## config.mk

```make
export PLATFORM = sky130hd
export DESIGN_NAME = i2c_txn_sequencer
export DESIGN_NICKNAME = d
export VERILOG_FILES = /design/src/rtl/i2c_txn_sequencer.sv
export SDC_FILE = /design/constraint.sdc
export NUM_CORES = 1
export LEC_CHECK = 0
export BUFFER_PORTS_ARGS = -buffer_cell sky130_fd_sc_hd__buf_2
export CORE_ASPECT_RATIO = 1.25
export CORE_MARGIN = 2
export CORE_UTILIZATION = 52
export DETAILED_ROUTE_END_ITERATION = 10
export PLACE_DENSITY = 0.81
export SLEW_MARGIN = 20
export SYNTH_ARGS = -nofsm -noshare
export SYNTH_HDL_FRONTEND = slang
export SYNTH_SLANG_ARGS = --single-unit
```

## constraint.sdc

```tcl
create_clock -name clk -period 2.1 [get_ports clk]
set_input_delay 0.21 -clock clk [delete_from_list [all_inputs] [get_ports clk]]
set_output_delay 0.21 -clock clk [all_outputs]
set_load 0.05 [all_outputs]
```

## src/rtl/i2c_txn_sequencer.sv

```systemverilog
// Transaction sequencer in front of the I2C bit engine: expands one host request
// into START, address, data bytes and STOP commands, and reports read data and NACKs.
module i2c_txn_sequencer #(
  parameter int LEN_W = 8
) (
  input  logic             clk,
  input  logic             reset_n,
  input  logic             req_valid,
  output logic             req_ready,
  input  logic [6:0]       req_addr,
  input  logic             req_rw,
  input  logic [LEN_W-1:0] req_len,
  input  logic             wr_valid,
  input  logic [7:0]       wr_data,
  output logic             wr_ready,
  output logic             rd_valid,
  output logic [7:0]       rd_data,
  output logic             done,
  output logic             nack_err,
  output logic             cmd_valid,
  input  logic             cmd_ready,
  output logic [1:0]       cmd_op,
  output logic [8:0]       cmd_tx,
  input  logic             cmd_done,
  input  logic [8:0]       cmd_rx
);

  localparam logic [2:0] S_IDLE  = 3'd0;
  localparam logic [2:0] S_START = 3'd1;
  localparam logic [2:0] S_ADDR  = 3'd2;
  localparam logic [2:0] S_WWAIT = 3'd3;
  localparam logic [2:0] S_WDATA = 3'd4;
  localparam logic [2:0] S_RDATA = 3'd5;
  localparam logic [2:0] S_STOP  = 3'd6;
  localparam logic [2:0] S_DONE  = 3'd7;

  localparam logic [1:0] OP_START = 2'd0;
  localparam logic [1:0] OP_WRITE = 2'd1;
  localparam logic [1:0] OP_READ  = 2'd2;
  localparam logic [1:0] OP_STOP  = 2'd3;

  localparam logic [LEN_W-1:0] LEN_ONE  = {{(LEN_W-1){1'b0}}, 1'b1};
  localparam logic [LEN_W-1:0] LEN_ZERO = '0;

  logic [2:0]       state_q,     state_d;
  logic [6:0]       addr_q,      addr_d;
  logic             rw_q,        rw_d;
  logic [LEN_W-1:0] remain_q,    remain_d;
  logic [7:0]       byte_q,      byte_d;
  logic             nack_q,      nack_d;
  logic             cmd_valid_q, cmd_valid_d;
  logic             wait_q,      wait_d;
  logic [1:0]       cmd_op_q,    cmd_op_d;
  logic [8:0]       cmd_tx_q,    cmd_tx_d;
  logic             rd_valid_q,  rd_valid_d;
  logic [7:0]       rd_data_q,   rd_data_d;

  logic             is_cmd_state;
  logic [1:0]       issue_op;
  logic [8:0]       issue_tx;
  logic             cmd_fin;
  logic             last_byte;
  logic [LEN_W-1:0] remain_dec;

  always_comb begin
    is_cmd_state = 1'b1;
    issue_op     = OP_START;
    issue_tx     = 9'h1FF;
    case (state_q)
      S_START: begin issue_op = OP_START; issue_tx = 9'h1FF; end
      S_ADDR:  begin issue_op = OP_WRITE; issue_tx = {addr_q, rw_q, 1'b1}; end
      S_WDATA: begin issue_op = OP_WRITE; issue_tx = {byte_q, 1'b1}; end
      // Master ACKs every read byte except the final one, which it NACKs.
      S_RDATA: begin issue_op = OP_READ;  issue_tx = {8'hFF, remain_q == LEN_ONE}; end
      S_STOP:  begin issue_op = OP_STOP;  issue_tx = 9'h1FF; end
      default: is_cmd_state = 1'b0;
    endcase
  end

  assign cmd_fin    = wait_q & cmd_done;
  assign last_byte  = (remain_q <= LEN_ONE);
  assign remain_dec = (remain_q != LEN_ZERO) ? remain_q - LEN_ONE : LEN_ZERO;

  always_comb begin
    state_d     = state_q;
    addr_d      = addr_q;
    rw_d        = rw_q;
    remain_d    = remain_q;
    byte_d      = byte_q;
    nack_d      = nack_q;
    cmd_valid_d = cmd_valid_q;
    wait_d      = wait_q;
    cmd_op_d    = cmd_op_q;
    cmd_tx_d    = cmd_tx_q;
    rd_valid_d  = 1'b0;
    rd_data_d   = rd_data_q;

    // One command outstanding: raise, hold until accepted, then wait for its completion.
    if (is_cmd_state && !cmd_valid_q && !wait_q) begin
      cmd_valid_d = 1'b1;
      cmd_op_d    = issue_op;
      cmd_tx_d    = issue_tx;
    end
    if (cmd_valid_q && cmd_ready) begin
      cmd_valid_d = 1'b0;
      wait_d      = 1'b1;
    end
    if (cmd_fin) begin
      wait_d = 1'b0;
    end

    case (state_q)
      S_IDLE: begin
        if (req_valid) begin
          addr_d   = req_addr;
          rw_d     = req_rw;
          remain_d = req_len;
          state_d  = S_START;
        end
      end
      S_START: if (cmd_fin) state_d = S_ADDR;
      S_ADDR: begin
        if (cmd_fin) begin
          if (cmd_rx[0]) begin
            nack_d  = 1'b1;
            state_d = S_STOP;
          end else if (remain_q == LEN_ZERO) begin
            state_d = S_STOP;
          end else begin
            state_d = rw_q ? S_RDATA : S_WWAIT;
          end
        end
      end
      S_WWAIT: begin
        if (wr_valid) begin
          byte_d  = wr_data;
          state_d = S_WDATA;
        end
      end
      S_WDATA: begin
        if (cmd_fin) begin
          remain_d = remain_dec;
          if (cmd_rx[0]) begin
            nack_d  = 1'b1;
            state_d = S_STOP;
          end else begin
            state_d = last_byte ? S_STOP : S_WWAIT;
          end
        end
      end
      S_RDATA: begin
        // cmd_rx[0] here is our own ACK echoed back, so it is not a target NACK.
        if (cmd_fin) begin
          rd_valid_d = 1'b1;
          rd_data_d  = cmd_rx[8:1];
          remain_d   = remain_dec;
          if (last_byte) state_d = S_STOP;
        end
      end
      S_STOP: if (cmd_fin) state_d = S_DONE;
      S_DONE: begin
        nack_d  = 1'b0;
        state_d = S_IDLE;
      end
      default: state_d = S_IDLE;
    endcase
  end

  always_ff @(posedge clk) begin
    if (!reset_n) begin
      state_q     <= S_IDLE;
      addr_q      <= '0;
      rw_q        <= 1'b0;
      remain_q    <= '0;
      byte_q      <= '0;
      nack_q      <= 1'b0;
      cmd_valid_q <= 1'b0;
      wait_q      <= 1'b0;
      cmd_op_q    <= '0;
      cmd_tx_q    <= '0;
      rd_valid_q  <= 1'b0;
      rd_data_q   <= '0;
    end else begin
      state_q     <= state_d;
      addr_q      <= addr_d;
      rw_q        <= rw_d;
      remain_q    <= remain_d;
      byte_q      <= byte_d;
      nack_q      <= nack_d;
      cmd_valid_q <= cmd_valid_d;
      wait_q      <= wait_d;
      cmd_op_q    <= cmd_op_d;
      cmd_tx_q    <= cmd_tx_d;
      rd_valid_q  <= rd_valid_d;
      rd_data_q   <= rd_data_d;
    end
  end

  assign req_ready = (state_q == S_IDLE);
  assign wr_ready  = (state_q == S_WWAIT) & wr_valid;
  assign done      = (state_q == S_DONE);
  assign nack_err  = (state_q == S_DONE) & nack_q;
  assign cmd_valid = cmd_valid_q;
  assign cmd_op    = cmd_op_q;
  assign cmd_tx    = cmd_tx_q;
  assign rd_valid  = rd_valid_q;
  assign rd_data   = rd_data_q;

endmodule

```

Yosys cells after proc, flatten, opt, wreduce, memory -nomap -nowiden
Index checks and enable logic that the tools add are counted.
{"block": "classes", "add_sub_neg": 1, "n_mul": 0, "n_div": 0, "order_cmp": 1, "eq_ne": 19, "shifts": 0, "n_mux": 25, "bitwise_logic": 4, "n_reduce_logical": 22}
{"operator": "$mux 3", "n": 13}
{"operator": "$pmux 9 s3", "n": 1}
{"operator": "$mux 8", "n": 3}
{"operator": "$pmux 3 s8", "n": 1}
{"operator": "$ne 2x2->1 const B", "n": 8}
{"operator": "$pmux 8 s2", "n": 1}
{"operator": "$eq 3x3->1 const B", "n": 4}
{"operator": "$eq 8x1->1 const B", "n": 1}
{"operator": "$le 8x1->1 const B", "n": 1}
{"operator": "$logic_not 8->1", "n": 1}
{"operator": "$reduce_and 2->1", "n": 4}
{"operator": "$reduce_and 8->1", "n": 1}
{"operator": "$reduce_bool 8->1", "n": 1}
{"operator": "$reduce_or 2->1", "n": 4}
{"operator": "$sub 8x1->8 const B", "n": 1}
{"operator": "$eq 3x2->1 const B", "n": 2}
{"operator": "$ne 2x1->1 const B", "n": 3}
{"operator": "$pmux 2 s3", "n": 1}
{"operator": "$reduce_and 3->1", "n": 2}
{"operator": "$reduce_or 5->1", "n": 1}
{"operator": "$mux 1", "n": 4}
{"operator": "$reduce_bool 2->1", "n": 2}
{"operator": "$and 1x1->1", "n": 3}
{"operator": "$eq 3x1->1 const B", "n": 1}
{"operator": "other kinds (5)", "n": 8}
{"block": "word_totals", "reg_bits": 50, "latch_bits": 0, "mem_bits_rw": 0, "romBits": 0, "output_inout_bits": 25, "memories": 0}

Depth between registers and ports, before layout
{"block": "depth", "ltp_word": 5, "ltp_mapped": 7, "depth_no_buf": 6}

Least setup slack after synthesis
Ideal clock, no wire load.
{"block": "synth_path", "path_kind": "register to register", "from": "reg state_q[0]", "to": "reg cmd_op_q[1], in the netlist cmd_op[1]", "setup_time_ns": 0.070, "arrival_time_ns": 2.303, "required_ns": 2.030, "setup_slack_ns": -0.274, "path_stages_with_launch": 7, "synth_period_minus_slack_ns": 2.374, "cell_sequence": "dfxtp_1 -> buf_6 -> nor3_1 -> a2111oi_0 -> clkbuf_1 -> nand2b_1 -> a21oi_1"}
{"block": "synth_via", "elab_chain_len": 5, "word_cells_on_any_way": 11, "classes_between": "5 x eq/ne; 2 x mux; 4 x reduce/logical"}
{"element": "from (decl)", "line_no": "45", "text": "logic [2:0] state_q, state_d;"}
{"element": "from (signal assigned)", "line_no": "184", "text": "state_q <= state_d;"}
{"element": "$eq 3x3->1, or another cell as far along", "line_no": "69", "text": "case (state_q)"}
{"element": "$reduce_or 5->1 (no line)"}
{"element": "$mux 1", "line_no": "69"}
{"element": "$logic_and 1x1->1 (2 in a row)", "line_no": "99", "text": "if (is_cmd_state && !cmd_valid_q && !wait_q) begin"}
{"element": "to (signal assigned)", "line_no": "192", "text": "cmd_op_q <= cmd_op_d;"}
{"element": "to (decl)", "line_no": "53", "text": "logic [1:0] cmd_op_q, cmd_op_d;"}
Several ways; a longest one is shown, not always the timed one.
A chain may end at the register's enable or synchronous reset.

Worst setup path in the final report
{"block": "layout_path", "from": "reg state_q[2]", "to": "out wr_ready"}
{"block": "layout_via", "elab_chain_len": 2}
{"element": "$eq 3x2->1", "line_no": "200", "text": "assign wr_ready = (state_q == S_WWAIT) & wr_valid;"}
{"element": "$and 1x1->1", "line_no": "200"}
{"element": "to (decl)", "line_no": "15", "text": "output logic wr_ready,"}
No other way between the ends.

==> flow_summary_export.csv <==
group,metric,value,unit
status,status,"complete, no violations",
die,core_region_area,4360,um^2
job,cap_violations,0,
power,combPwrFrac,47.3,%
die,initial_core_util,53.7,%
setup_path,crit_cells,4,
power,seq_power_share,37.0,%
yosys,ys_ff_latch,50,
setup_path,cpMaxStageDelayCell,"or2_2",
clock_network,cts_root_buf,"clkbuf_8",
setup_path,crit_start,"state_q[2]$_SDFFE_PN0P_",
clock_network,cts.path.max_buffers,2,
layout,area_delta_synth_final,23.4,%
setup_path,path_delay_family,"simple AND/OR/NAND/NOR gates",
clock_network,numCtsBuffers,5,
sta,finalSetupTns,0,ns
power,irDropWorstVdd,0.697,mV
yosys,mappedNetlistArea,2340,um^2
power,p_switching,1.53,mW
die,row_count,27,
setup_path,required,1.89,ns
setup_path,cp-endpoint,"wr_ready",
setup_path,crit_chain,"nand2b_1 > or2_2 > clkinvlp_4 > clkbuf_4",
yosys,avgSynthCellArea,8.24,um^2
drt,first_pass_iters,4,
setup_path,critPathMaxStageDelay,0.41,ns
clock_network,htreeDepth,2,
yosys,syn_inst,284,
sta,rsz0062_at_grt,"no",
power,cellLeakagePower,1.18,nW
sta,finalHoldViolations,0,
yosys,ys_types,50,
sta,final-setup-viol-count,0,
yosys,ys_seq_area_share,42.8,%
placed_design,dp_hpwl,4.48,mm
sta,final.min_clock_period,1.97,ns
global_routing,antenna_found_initial,0,
clock_network,cts_sinks,50,
drt,route.detailed.drc,0,
power,switching_share,44.0,%
drt,routed_wl,6.02,mm
power,clockPowerShare,15.7,%
placed_design,io_buffers,63,
layout,fin_nets,393,
drt,avgViaCountPerCell,5.65,
layout,fillerInstances,390,
hold_path,hold_class,"primary input to register",
sta,period_share,93.8,%
yosys,async_reset_ff_share,0,%
clock_network,cts_setup_buffers,0,
die,fp.dieH,79.0,um
layout,drive_above_1_share,29.2,%
yosys,synth_edf_count,0,
die,die_w,64.0,um
yosys,ys.flop_type,"dfxtp_1",
clock_network,clk_pin_slew,0.09,ns
global_routing,grt_pass1_wl,10.1,mm
setup_path,r2r-start,"remain_q[0]$_SDFFE_PN0P_",
setup_path,setup.worst_path.class,"register to primary output",
clock_network,cts_tree,"done",
setup_path,reg2regPathDepth,7,
drt,dr_total_vias,2322,
layout,post-route-util,66.3,%
die,ios,64,
power,powerDensity,1200,nW/um^2
die,dieArea,5060,um^2
sta,drv_slew,0,
sta,tightest_slew,0.517,ns
global_routing,grt-ovfl-total,0,
setup_path,crit_path_start_kind,"register",
setup_path,reg2reg_slack,0.17,ns
drt,wl_per_cell,14.7,um
setup_path,endpoint_kind,"primary output",
setup_path,worst-path-max-fanout,11,
drt,drtAntennaViolNets,0,
layout,diodes,0,
sta,skew,0.00937,ns
setup_path,rr_endpoint,"state_q[1]$_SDFFE_PN0P_",
drt,drt_iter0_drc,195,
setup_path,worstPathArrival,1.76,ns
global_routing,grt.total_usage,24.8,%
clock_network,clock_latency,0.30,ns
placed_design,gp_congestion,0.961,
yosys,syn_nets,325,
yosys,synth_warnings,0,
global_routing,grt_max_degree,22,
setup_path,cp_num_buf_inv,2,
global_routing,first_global_vias,2203,
sta,slew_headroom,65.5,%
sta,fmax,508,MHz
power,power.internal,1.94,mW
-- power groups by stage --
stage,logic [mW],registers (mW),clock network (mW)
final,1.64,1.28,0.544
after global routing,1.80,1.31,0.589
after CTS,1.63,1.27,0.557
after detailed placement,1.62,1.29,0
after global placement,1.59,1.28,0
after floorplan,0.943,1.49,0
-- worst reg2reg max path, stage by stage, from the launching register on --
cell       delay [ns]
dfxtp_1          0.37
inv_1            0.11
ha_1             0.22
buf_4            0.15
or2_2            0.28
a31oi_1          0.27
a2111oi_0        0.12
o31a_1           0.31
-- registers in the layout, indices dropped and copies added (netlist names) --
register,flops
cmd_tx,9
byte_q,8
rd_data,8
remain_q,8
addr_q,7
state_q,3
cmd_op,2
cmd_valid,1
nack_q,1
rd_valid,1
rw_q,1
wait_q,1
-- routing by layer --
layer / vias up / global-route usage, % / routed length (um)
met5: - / 0 / 0
met4: 0 / 11.1 / 121
met3: 11 / 3.97 / 221
met2: 64 / 42.3 / 3060
met1: 1078 / 30.6 / 2620
li1: 1169 / - / -
-- cell usage after synthesis, types with 2 or more instances --
cell	count	share of area [%]
o22ai_1	10	2.7
or4_1	4	1.3
inv_1	7	1.1
nor2_1	21	3.4
clkinv_1	2	0.32
o32ai_1	2	0.75
a21o_1	2	0.64
clkbuf_1	13	2.1
ha_1	2	1.1
nand2b_1	4	1.1
a311oi_1	2	0.75
a21oi_1	32	6.8
xnor2_1	2	0.75
a211oi_1	3	0.96
or2_2	2	0.53
nand3_1	3	0.64
nand2_1	42	6.7
buf_2	4	0.86
nor4b_1	2	0.75
o211ai_1	3	0.96
and2_1	3	0.80
mux2i_1	8	3.4
dfxtp_1	50	43
o21ai_0	16	3.4
a31oi_1	12	3.2
nor3_1	7	1.5
a2111oi_0	3	1.1
-- layout by cell type (no fill, tap or decap), drive strengths merged, types with 7 or more instances in the layout --
| cell | n |
|---|---|
| nand2 | 42 |
| a31oi | 13 |
| inv | 7 |
| nor2 | 22 |
| nor3 | 8 |
| clkbuf | 7 |
| buf | 79 |
| dfxtp | 50 |
| o21ai | 17 |
| a21oi | 32 |
| o22ai | 10 |
| mux2i | 8 |
-- cell type report --
cell class	count	area (um^2)	area share, %
well taps	58	72.6	2.51
flip-flops and latches	50	1000	34.7
multi-input cells	206	1240	43.0
inverters	9	37.5	1.30
clock inverters	2	13.8	0.477
repair buffers	80	445	15.4
clock buffers	6	72.6	2.51
-- cells by family after synthesis --
group | count (synthesis) | share of synthesized area, %
AO/OA/AOI/OAI | 95 | 25.7
buffers and inverters | 28 | 5.02
flip-flops | 50 | 42.8
XOR/XNOR | 2 | 0.748
multiplexers | 9 | 3.90
adder cells (fa/ha/maj) | 2 | 1.07
AND/OR/NAND/NOR | 98 | 20.8
-- what timing repair did --
action,in CTS,in global routing
endpoints found under the setup margin,1,3
hold buffers,0,0
resized for setup,1,4
hold endpoints to repair,0,0
-- worst min-delay path by stage --
| stage | from | endpoint | cells past startpoint |
|---|---|---|---|
| after floorplan | req_addr[0] | addr_q[0]$_SDFFE_PN0P_ | 2 |
| after CTS | req_addr[0] | addr_q[0]$_SDFFE_PN0P_ | 3 |
| after detailed placement | byte_q[5]$_SDFFE_PN0P_ | byte_q[5]$_SDFFE_PN0P_ | 2 |
| final | req_addr[1] | addr_q[1]$_SDFFE_PN0P_ | 3 |
| after global placement | byte_q[5]$_SDFFE_PN0P_ | byte_q[5]$_SDFFE_PN0P_ | 2 |
| after global routing | wr_data[5] | byte_q[5]$_SDFFE_PN0P_ | 3 |
-- through the flow --
step	instances	total power [mW]	hold WS (ns)	worst slack (ns)	cell area [um^2]
finish	411	3.47	0.138	0.130	2890
detailed placement	403	2.91	0.451	0.205	2790
global route	411	3.69	0.141	0.0181	2890
global placement	403	2.88	0.443	0.258	2790
floorplan	284	2.43	0.346	0.0637	2350
CTS	411	3.46	0.134	0.00694	2870
No activity file was read; power rests on OpenSTA's default activity.
